==> src/rtl/morse_receiver_pkg.sv <==
// Shared definitions for the Morse receiver: FSM encodings, symbol-to-letter table, HEX glyphs.
package morse_receiver_pkg;

  localparam int unsigned SYM_W = 4;
  localparam int unsigned LEN_W = 3;
  localparam int unsigned IDX_W = 3;
  localparam int unsigned SEG_W = 7;

  localparam logic [1:0] ST_IDLE   = 2'd0;
  localparam logic [1:0] ST_MARK   = 2'd1;
  localparam logic [1:0] ST_SPACE  = 2'd2;
  localparam logic [1:0] ST_DECODE = 2'd3;

  localparam logic [SEG_W-1:0] SEG_BLANK = 7'h7F;
  localparam logic [SEG_W-1:0] SEG_DASH  = 7'b0111111;

  typedef struct packed {
    logic             hit;
    logic [IDX_W-1:0] idx;
  } dec_res_t;

  // {length, shifted symbol bits} -> letter index; the first symbol sits at bit len-1
  function automatic dec_res_t decode_sym(input logic [LEN_W-1:0] len,
                                          input logic [SYM_W-1:0] bits);
    dec_res_t r;
    r.hit = 1'b1;
    r.idx = '0;
    case ({len, bits})
      7'b010_0001: r.idx = 3'd0;
      7'b100_1000: r.idx = 3'd1;
      7'b100_1010: r.idx = 3'd2;
      7'b011_0100: r.idx = 3'd3;
      7'b001_0000: r.idx = 3'd4;
      7'b100_0010: r.idx = 3'd5;
      7'b011_0110: r.idx = 3'd6;
      7'b100_0000: r.idx = 3'd7;
      default:     r.hit = 1'b0;
    endcase
    return r;
  endfunction

endpackage

==> src/rtl/morse_hex_decoder.sv <==
// Combinational map from a decode result to active-low seven-segment glyphs (bit 6 = g .. bit 0 = a).
module morse_hex_decoder
  import morse_receiver_pkg::*;
(
  input  logic             err,
  input  logic [IDX_W-1:0] letter,
  output logic [SEG_W-1:0] seg_c
);

  always_comb begin
    seg_c = SEG_DASH;
    if (!err) begin
      case (letter)
        3'd0:    seg_c = 7'b0001000;
        3'd1:    seg_c = 7'b0000011;
        3'd2:    seg_c = 7'b1000110;
        3'd3:    seg_c = 7'b0100001;
        3'd4:    seg_c = 7'b0000110;
        3'd5:    seg_c = 7'b0001110;
        3'd6:    seg_c = 7'b1000010;
        default: seg_c = 7'b0001001;
      endcase
    end
  end

endmodule

==> src/rtl/morse_receiver.sv <==
// Morse pushbutton receiver: times presses into dots/dashes, assembles letters A..H,
// strobes the decoded index or an error and drives one HEX display.
module morse_receiver
  import morse_receiver_pkg::*;
#(
  parameter int unsigned UNIT_CYC = 25_000_000,
  parameter int unsigned DASH_CYC = 50_000_000,
  parameter int unsigned GAP_CYC  = 75_000_000,
  parameter int unsigned MIN_CYC  = 500_000,
  parameter int unsigned CW       = 27
) (
  input  logic             CLOCK_50,
  input  logic             reset,
  input  logic             key_n,
  output logic [IDX_W-1:0] letter,
  output logic             letter_vld,
  output logic             letter_err,
  output logic [LEN_W-1:0] sym_cnt,
  output logic [SEG_W-1:0] HEX0
);

  // A press lasting a full time unit is never treated as a glitch
  localparam int unsigned GLITCH_CYC = (MIN_CYC < UNIT_CYC) ? MIN_CYC : UNIT_CYC;

  logic             sync1, sync2, press;
  logic [1:0]       state, state_nxt;
  logic [CW-1:0]    cnt, cnt_nxt;
  logic [SYM_W-1:0] sym_bits, bits_nxt;
  logic [LEN_W-1:0] sym_cnt_nxt;
  logic             ovf, ovf_nxt;
  logic [IDX_W-1:0] letter_nxt;
  logic             vld_nxt, err_nxt;
  logic [SEG_W-1:0] hex_nxt, seg_c;
  logic             is_dash, dec_ok;
  dec_res_t         dec;

  // Two-flop synchronizer for the asynchronous key
  always_ff @(posedge CLOCK_50) begin
    if (reset) begin
      sync1 <= 1'b1;
      sync2 <= 1'b1;
    end else begin
      sync1 <= key_n;
      sync2 <= sync1;
    end
  end

  assign press   = ~sync2;
  assign is_dash = (cnt >= CW'(DASH_CYC));
  assign dec     = decode_sym(sym_cnt, sym_bits);
  assign dec_ok  = dec.hit && !ovf;

  morse_hex_decoder u_hex (
    .err    (~dec_ok),
    .letter (dec.idx),
    .seg_c  (seg_c)
  );

  always_ff @(posedge CLOCK_50) begin
    if (reset) begin
      state      <= ST_IDLE;
      cnt        <= '0;
      sym_bits   <= '0;
      sym_cnt    <= '0;
      ovf        <= 1'b0;
      letter     <= '0;
      letter_vld <= 1'b0;
      letter_err <= 1'b0;
      HEX0       <= SEG_BLANK;
    end else begin
      state      <= state_nxt;
      cnt        <= cnt_nxt;
      sym_bits   <= bits_nxt;
      sym_cnt    <= sym_cnt_nxt;
      ovf        <= ovf_nxt;
      letter     <= letter_nxt;
      letter_vld <= vld_nxt;
      letter_err <= err_nxt;
      HEX0       <= hex_nxt;
    end
  end

  always_comb begin
    state_nxt   = state;
    cnt_nxt     = cnt;
    bits_nxt    = sym_bits;
    sym_cnt_nxt = sym_cnt;
    ovf_nxt     = ovf;
    letter_nxt  = letter;
    vld_nxt     = 1'b0;
    err_nxt     = 1'b0;
    hex_nxt     = HEX0;

    case (state)
      ST_IDLE: begin
        cnt_nxt = '0;
        if (press) begin
          state_nxt = ST_MARK;
          cnt_nxt   = CW'(1);
        end
      end

      ST_MARK: begin
        if (press) begin
          if (cnt != {CW{1'b1}}) cnt_nxt = cnt + CW'(1);
        end else begin
          cnt_nxt = '0;
          if (cnt < CW'(GLITCH_CYC)) begin
            state_nxt = (sym_cnt != '0) ? ST_SPACE : ST_IDLE;
          end else begin
            state_nxt = ST_SPACE;
            // A fifth symbol only marks the letter as invalid
            if (sym_cnt == LEN_W'(SYM_W)) begin
              ovf_nxt = 1'b1;
            end else begin
              bits_nxt    = {sym_bits[SYM_W-2:0], is_dash};
              sym_cnt_nxt = sym_cnt + LEN_W'(1);
            end
          end
        end
      end

      ST_SPACE: begin
        if (press) begin
          state_nxt = ST_MARK;
          cnt_nxt   = CW'(1);
        end else if (cnt >= CW'(GAP_CYC - 1)) begin
          state_nxt = ST_DECODE;
        end else begin
          cnt_nxt = cnt + CW'(1);
        end
      end

      ST_DECODE: begin
        state_nxt   = press ? ST_MARK : ST_IDLE;
        cnt_nxt     = '0;
        bits_nxt    = '0;
        sym_cnt_nxt = '0;
        ovf_nxt     = 1'b0;
        hex_nxt     = seg_c;
        if (dec_ok) begin
          letter_nxt = dec.idx;
          vld_nxt    = 1'b1;
        end else begin
          err_nxt    = 1'b1;
        end
      end

      default: state_nxt = ST_IDLE;
    endcase
  end

endmodule

==> config.mk <==
export PLATFORM = sky130hd
export DESIGN_NAME = morse_receiver
export DESIGN_NICKNAME = d
export VERILOG_FILES = /design/src/rtl/morse_receiver_pkg.sv /design/src/rtl/morse_hex_decoder.sv /design/src/rtl/morse_receiver.sv
export SDC_FILE = /design/constraint.sdc
export NUM_CORES = 1
export LEC_CHECK = 0
export CAP_MARGIN = 20
export CORE_ASPECT_RATIO = 0.7
export CORE_MARGIN = 2
export CORE_UTILIZATION = 30
export CTS_BUF_LIST = sky130_fd_sc_hd__clkbuf_2 sky130_fd_sc_hd__clkbuf_4 sky130_fd_sc_hd__clkbuf_8
export DETAILED_ROUTE_END_ITERATION = 8
export HOLD_SLACK_MARGIN = 0.05
export SETUP_SLACK_MARGIN = 0.3
export SLEW_MARGIN = 10
export SYNTH_ARGS = -nofsm -noshare
export SYNTH_HDL_FRONTEND = slang
export SYNTH_SLANG_ARGS = --single-unit
==> constraint.sdc <==
create_clock -name CLOCK_50 -period 3.9 [get_ports CLOCK_50]
set_input_delay 1.17 -clock CLOCK_50 [delete_from_list [all_inputs] [get_ports CLOCK_50]]
set_output_delay 1.17 -clock CLOCK_50 [all_outputs]
set_load 0.01 [all_outputs]
==> results.py, run 1 <==
metrics = {
    "placed_design": {
        "dp_hpwl_um": 5832,
        "gp_congestion": 0.9054,
        "placed_cell_area_mm2": 0.003177,
        "port_buffers": 17,
    },
    "logic_synthesis": {
        "syn_nets": 377,
        "seq_area_frac_synth_pct": 34.86,
        "ys_types": 56,
        "ys_seq_elements": 51,
        "synthArstFlopShare_pct": 0,
        "synth_top_cell_by_area": "dfxtp_1",
        "yosysTopAreaCellShare_pct": 34.86,
        "yosys_warnings": 0,
        "synth_cells": 367,
        "syn-cell-area_mm2": 0.002929,
        "synth_ff_type": "dfxtp_1",
        "netlist_top_cells_area": "dfxtp_1 35%, a21oi_1 5.1%, nor2_1 4.9%, nand2_1 3.8%, ha_1 3.0%",
        "syn_avg_cell_area_um2": 7.981,
        "synth-edff-count": 0,
    },
    "worst_setup_path": {
        "cp_common_cell": "and4_1",
        "slowest_stage": "and4_1",
        "worstPathMaxFanout": 13,
        "slowest_delay_ns": 0.59,
        "cp_top_family": "simple AND/OR/NAND/NOR gates",
        "arrival_ns": 2.99,
        "critPathKind": "register to register",
        "crit_chain": "ha_1 -> and4_1 -> and3_1 -> and4_1 -> buf_4 -> nor3_1 -> a32o_1",
        "critical_path_buf_inv_count": 1,
        "crit_required_ns": 4.12,
        "critPathLaunchType": "register",
        "cp-end-kind": "register",
    },
    "flow_run": {
        "drv_cap": 0,
    },
    "cts": {
        "numCtsBuffers": 5,
        "clk_pin_slew_ns": 0.10,
        "postCtsSetupBuffers": 0,
        "clock_latency_ns": 0.32,
        "cts.sinks": 51,
        "cts_tree": "yes",
        "htreeDepth": 2,
        "clock_path_buffers": 2,
        "cts_hold_buf": 0,
        "clockRootBuffer": "clkbuf_8",
        "cts_resized": 0,
    },
    "grt": {
        "grt_max_degree": 28,
        "grt-ovfl-total": 0,
        "grt_util_all_layers_pct": 16.01,
        "grt_first_pass_wirelength_um": 13430,
        "antenna_found_initial": 0,
        "grt_pass1_vias": 2577,
    },
    "floorplanning": {
        "io_pins": 18,
        "design.core.area_mm2": 0.009609,
        "rows": 30,
        "die_h_um": 86.67,
        "die_area_mm2": 0.01058,
        "die_w_um": 122.1,
        "start_util_pct": 30.48,
    },
    "routing": {
        "drt_iter0_drc": 214,
        "drt_first_pass_iters": 5,
        "dr_total_vias": 2910,
        "drcViolationCount": 0,
        "antenna_left": 0,
        "wire_per_inst_um": 16.11,
        "vias_per_cell": 5.808,
        "drt_wl_total_um": 8070,
    },
    "power_and_ir_drop": {
        "power.total_uw": 937.7,
        "peakVddDrop_v": 0.0002230,
        "p_per_area_mw_per_mm2": 284.6,
        "p_leak_uw": 0.001037,
    },
    "timing": {
        "drv_slew": 0,
        "hold_viol_final": 0,
        "setup_viol": 0,
        "final.min_clock_period_ns": 2.777,
        "rsz0062_at_grt": "no",
        "finalSetupTns_ns": 0,
        "tightest_slew_ns": 1.045,
        "slew_headroom_pct": 28.54,
        "clock.fmax_ghz": 0.3601,
        "post-route-period-util_pct": 71.21,
        "clock-skew-final_ns": 0.01085,
    },
    "layout": {
        "regArea_mm2": 0.001021,
        "area_delta_synth_final_pct": 12.47,
        "antenna_cells": 0,
        "layout_commonest_cell": "dfxtp_1",
        "multi_input_area_mm2": 0.001732,
        "most-common-layout-cells": "51 x dfxtp_1, 38 x nor2_1, 30 x nand2_1, 30 x a21oi_1",
        "final_area_mm2": 0.003294,
        "finalNetCount": 382,
        "drive_above_1_share_pct": 8.043,
        "fillers": 1024,
    },
    "min_path": {
        "hold_class": "register to register",
    },
    "outcome": {
        "status": "finished, final reports clean",
    },
}
power by group:
part           switching (uW)  internal [uW]  leakage, uW
combinational            11.8           6.13     0.000564
sequential               1.83            522     0.000411
clock                     188            208    0.0000612
total                     202            736      0.00104
kinds of logic (layout without fill, tap and decap cells):
logic type | Yosys count | in the layout | synth area share [%]
fa+ha+maj | 7 | 7 | 2.990
buf+inv | 40 | 46 | 6.023
compound gates | 108 | 108 | 26.74
flops | 51 | 51 | 34.86
mux | 5 | 5 | 1.751
simple gates | 156 | 156 | 27.64
per-layer routing:
layer	track usage (%)	share of wire [%]
met3	3.092	7.9
met1	25.26	51
met5	0	0
met4	5.225	1.5
met2	21.18	39
metrics by stage:
step / cells / setup WS, ns / util (%) / hold WS [ns]
2_1_floorplan: 367 / 1.568 / - / 0.3895
3_3_place_gp: 493 / 1.164 / 33.06 / 0.3960
3_5_place_dp: 493 / 1.143 / 33.06 / 0.4014
4_1_cts: 501 / 1.162 / 34.28 / 0.4229
5_1_grt: 501 / 0.9058 / 34.28 / 0.4558
6_report: 501 / 1.123 / 34.28 / 0.4281
registers in the layout, summed over array words and instances (netlist names), 2 cells and up:
name      cells
cnt          27
sym_bits      4
sym_cnt       3
state         2
HEX0          7
letter        3
path summary, 6_finish.rpt:
kind,start,end,slack [ns],cells after the start
min reg2reg,sync1,sync2,0.43,1
min,sync1,sync2,0.43,1
max reg2reg,cnt[0],cnt[7],1.12,7
max,cnt[0],cnt[7],1.12,7
cell type report:
| class | count | share of cell area [%] |
|---|---|---|
| well taps | 128 | 4.861 |
| inverters | 17 | 1.937 |
| clock buffers | 6 | 2.507 |
| clock inverters | 2 | 1.063 |
| multi-input cells | 276 | 52.56 |
| repair buffers | 21 | 6.077 |
| flip-flops and latches | 51 | 30.99 |
synthesized netlist by cell type, types with 3 or more instances:
| master | instances |
|---|---|
| nor3b_1 | 3 |
| nor4_1 | 5 |
| nand2_1 | 30 |
| nand4b_1 | 3 |
| mux2i_1 | 4 |
| a211oi_1 | 3 |
| a31o_2 | 6 |
| or2_2 | 6 |
| or3_1 | 4 |
| o41ai_1 | 7 |
| and3_1 | 4 |
| and2_1 | 3 |
| o211ai_1 | 5 |
| ha_1 | 7 |
| or4_1 | 8 |
| nor2_1 | 38 |
| o31ai_1 | 9 |
| nand3_1 | 15 |
| nand4_1 | 12 |
| dfxtp_1 | 51 |
| o21ai_0 | 10 |
| a21oi_1 | 30 |
| nor3_1 | 14 |
| clkbuf_1 | 14 |
| a31oi_1 | 7 |
| a32o_1 | 4 |
| inv_1 | 17 |
| a22o_1 | 4 |
| and4_1 | 3 |
| buf_2 | 6 |
No activity file was read; power rests on OpenSTA's default activity.
==> inputs of run 2 (changes only) <==
==> constraint.sdc (replaced) <==
create_clock -name CLOCK_50 -period 2.7 [get_ports CLOCK_50]
set_input_delay 0.81 -clock CLOCK_50 [delete_from_list [all_inputs] [get_ports CLOCK_50]]
set_output_delay 0.81 -clock CLOCK_50 [all_outputs]
set_load 0.01 [all_outputs]
==> run 2 against run 1 <==
- power up 52%
- core utilization grew 3.0 points
- hold slack worse by 0.011 ns
- sequential cell count did not move
- final cell count grew 4.2%
- setup slack got worse by 0.74 ns
- combinational power increased by 81%
- critical path type unchanged
- clock power rose by 62%
- critical path depth increased by 1
- count of clock-buffer cells in the layout did not move
- sequential share of layout area fell by 2.2 points
- register-to-register slack lost 0.74 ns
==> results.py, run 2 (synthesis results as in run 1) <==
metrics = {
    "outcome": {
        "status": "finished, final reports clean",
    },
    "routing": {
        "drt_first_pass_iters": 6,
        "dr_total_vias": 3035,
        "drt_iter0_drc": 314,
        "wire_per_inst_um": 16.67,
        "drt_wl_total_um": 8700,
        "antenna_left": 0,
        "vias_per_cell": 5.814,
        "drcViolationCount": 0,
    },
    "floorplanning": {
        "design.core.area_mm2": 0.009609,
        "io_pins": 18,
        "die_h_um": 86.67,
        "die_area_mm2": 0.01058,
        "die_w_um": 122.1,
        "start_util_pct": 30.48,
        "rows": 30,
    },
    "cts": {
        "clock_path_buffers": 2,
        "clk_pin_slew_ns": 0.10,
        "clockRootBuffer": "clkbuf_8",
        "clock_latency_ns": 0.30,
        "cts_tree": "yes",
        "htreeDepth": 2,
        "numCtsBuffers": 5,
        "cts.sinks": 51,
    },
    "min_path": {
        "hold_class": "register to register",
    },
    "timing": {
        "tightest_slew_ns": 0.7778,
        "final.min_clock_period_ns": 2.319,
        "setup_viol": 0,
        "rsz0062_at_grt": "yes",
        "drv_slew": 0,
        "clock-skew-final_ns": 0.008281,
        "hold_viol_final": 0,
        "slew_headroom_pct": 47.75,
        "post-route-period-util_pct": 85.90,
        "clock.fmax_ghz": 0.4312,
        "finalSetupTns_ns": 0,
    },
    "grt": {
        "grt_use_met3_pct": 4.276,
        "grt_max_degree": 16,
        "antenna_found_initial": 0,
        "grt_util_all_layers_pct": 16.58,
        "grt.busiest_layer": "met1",
        "grt_util_met1_pct": 26.24,
        "grt_pass1_vias": 2645,
        "grt-ovfl-total": 0,
        "grt_first_pass_wirelength_um": 13850,
        "use_met2_pct": 21.79,
    },
    "layout": {
        "regMostFlops": "cnt",
        "finalNetCount": 403,
        "final_area_mm2": 0.003581,
        "reg.largest.list": "cnt x27, HEX0 x7, sym_bits x4",
        "largest_reg_flops": 27,
        "drive_above_1_share_pct": 16.50,
        "regArea_mm2": 0.001032,
        "multi_input_area_mm2": 0.001798,
        "layout_commonest_cell": "dfxtp_1",
        "area_delta_synth_final_pct": 22.26,
        "fillers": 1011,
        "antenna_cells": 0,
        "most-common-layout-cells": "46 x dfxtp_1, 38 x nor2_1, 30 x nand2_1",
        "final_cell_count_no_fill": 522,
    },
    "worst_setup_path": {
        "arrival_ns": 2.55,
        "worstPathMaxFanout": 7,
        "critPathKind": "register to register",
        "crit_required_ns": 2.93,
        "critPathLaunchType": "register",
        "cp-end-kind": "register",
    },
    "power_and_ir_drop": {
        "power.total_uw": 1430,
        "p_leak_uw": 0.001182,
        "p_per_area_mw_per_mm2": 399.2,
        "peakVddDrop_v": 0.0002881,
    },
    "placed_design": {
        "port_buffers": 17,
        "dp_hpwl_um": 6207,
        "dp_cells": 509,
        "gp_congestion": 0.9396,
        "placed_cell_area_mm2": 0.003309,
    },
    "flow_run": {
        "drv_cap": 0,
    },
}
run 2: routing by layer:
layer	part of all wire [%]	vias up	routed length (um)
met4	0.75	0	65
li1	-	1451	-
met1	51	1431	4452
met2	39	147	3415
met3	8.8	6	767
met5	0	-	0
run 2: final timing paths:
check	startpoint	to	slack (ns)	depth (start not counted)
min	sync1	sync2	0.42	1
max reg2reg	cnt[6]	cnt[8]	0.38	8
min reg2reg	sync1	sync2	0.42	1
max	cnt[6]	cnt[8]	0.38	8
run 2: layout make-up:
class                   instances  share of cell area [%]
multi-input cells             276                   50.21
flip-flops and latches         51                   28.83
clock buffers                   6                   2.131
inverters                      17                   1.782
well taps                     128                   4.472
repair buffers                 42                   10.90
clock inverters                 2                   1.677
run 2: per-stage QoR:
step | util (%) | setup slack, ns | hold slack, ns
after global routing | 37.27 | 0.2646 | 0.4404
after floorplan | - | 0.5199 | 0.3895
final | 37.27 | 0.3807 | 0.4172
after detailed placement | 34.44 | 0.3085 | 0.3977
after CTS | 36.03 | 0.3414 | 0.4218
after global placement | 34.44 | 0.3508 | 0.3944
run 2: report_power, final:
group / internal (uW) / leakage, uW / switching (uW)
registers: 751 / 0.000415 / 2.94
clock network: 381 / 0.0000688 / 262
logic: 11.9 / 0.000698 / 20.4
run 2: critical path, stage by stage, from the launching register on:
cell and delay, ns:
dfxtp_4 0.38, a2111oi_4 0.34, o211a_1 0.24, a21oi_4 0.07, o2111a_2 0.31, buf_12 0.14, buf_6 0.12, or4_1 0.50
a21oi_1 0.14
run 2: timing repair:
| item | in CTS | in global routing |
|---|---|---|
| gates resized for setup | 1 | 22 |
| pin swaps | 0 | 5 |
| setup buffers | 2 | 3 |
| endpoints found under the setup margin | 1 | 26 |
| hold buffers | 0 | 0 |
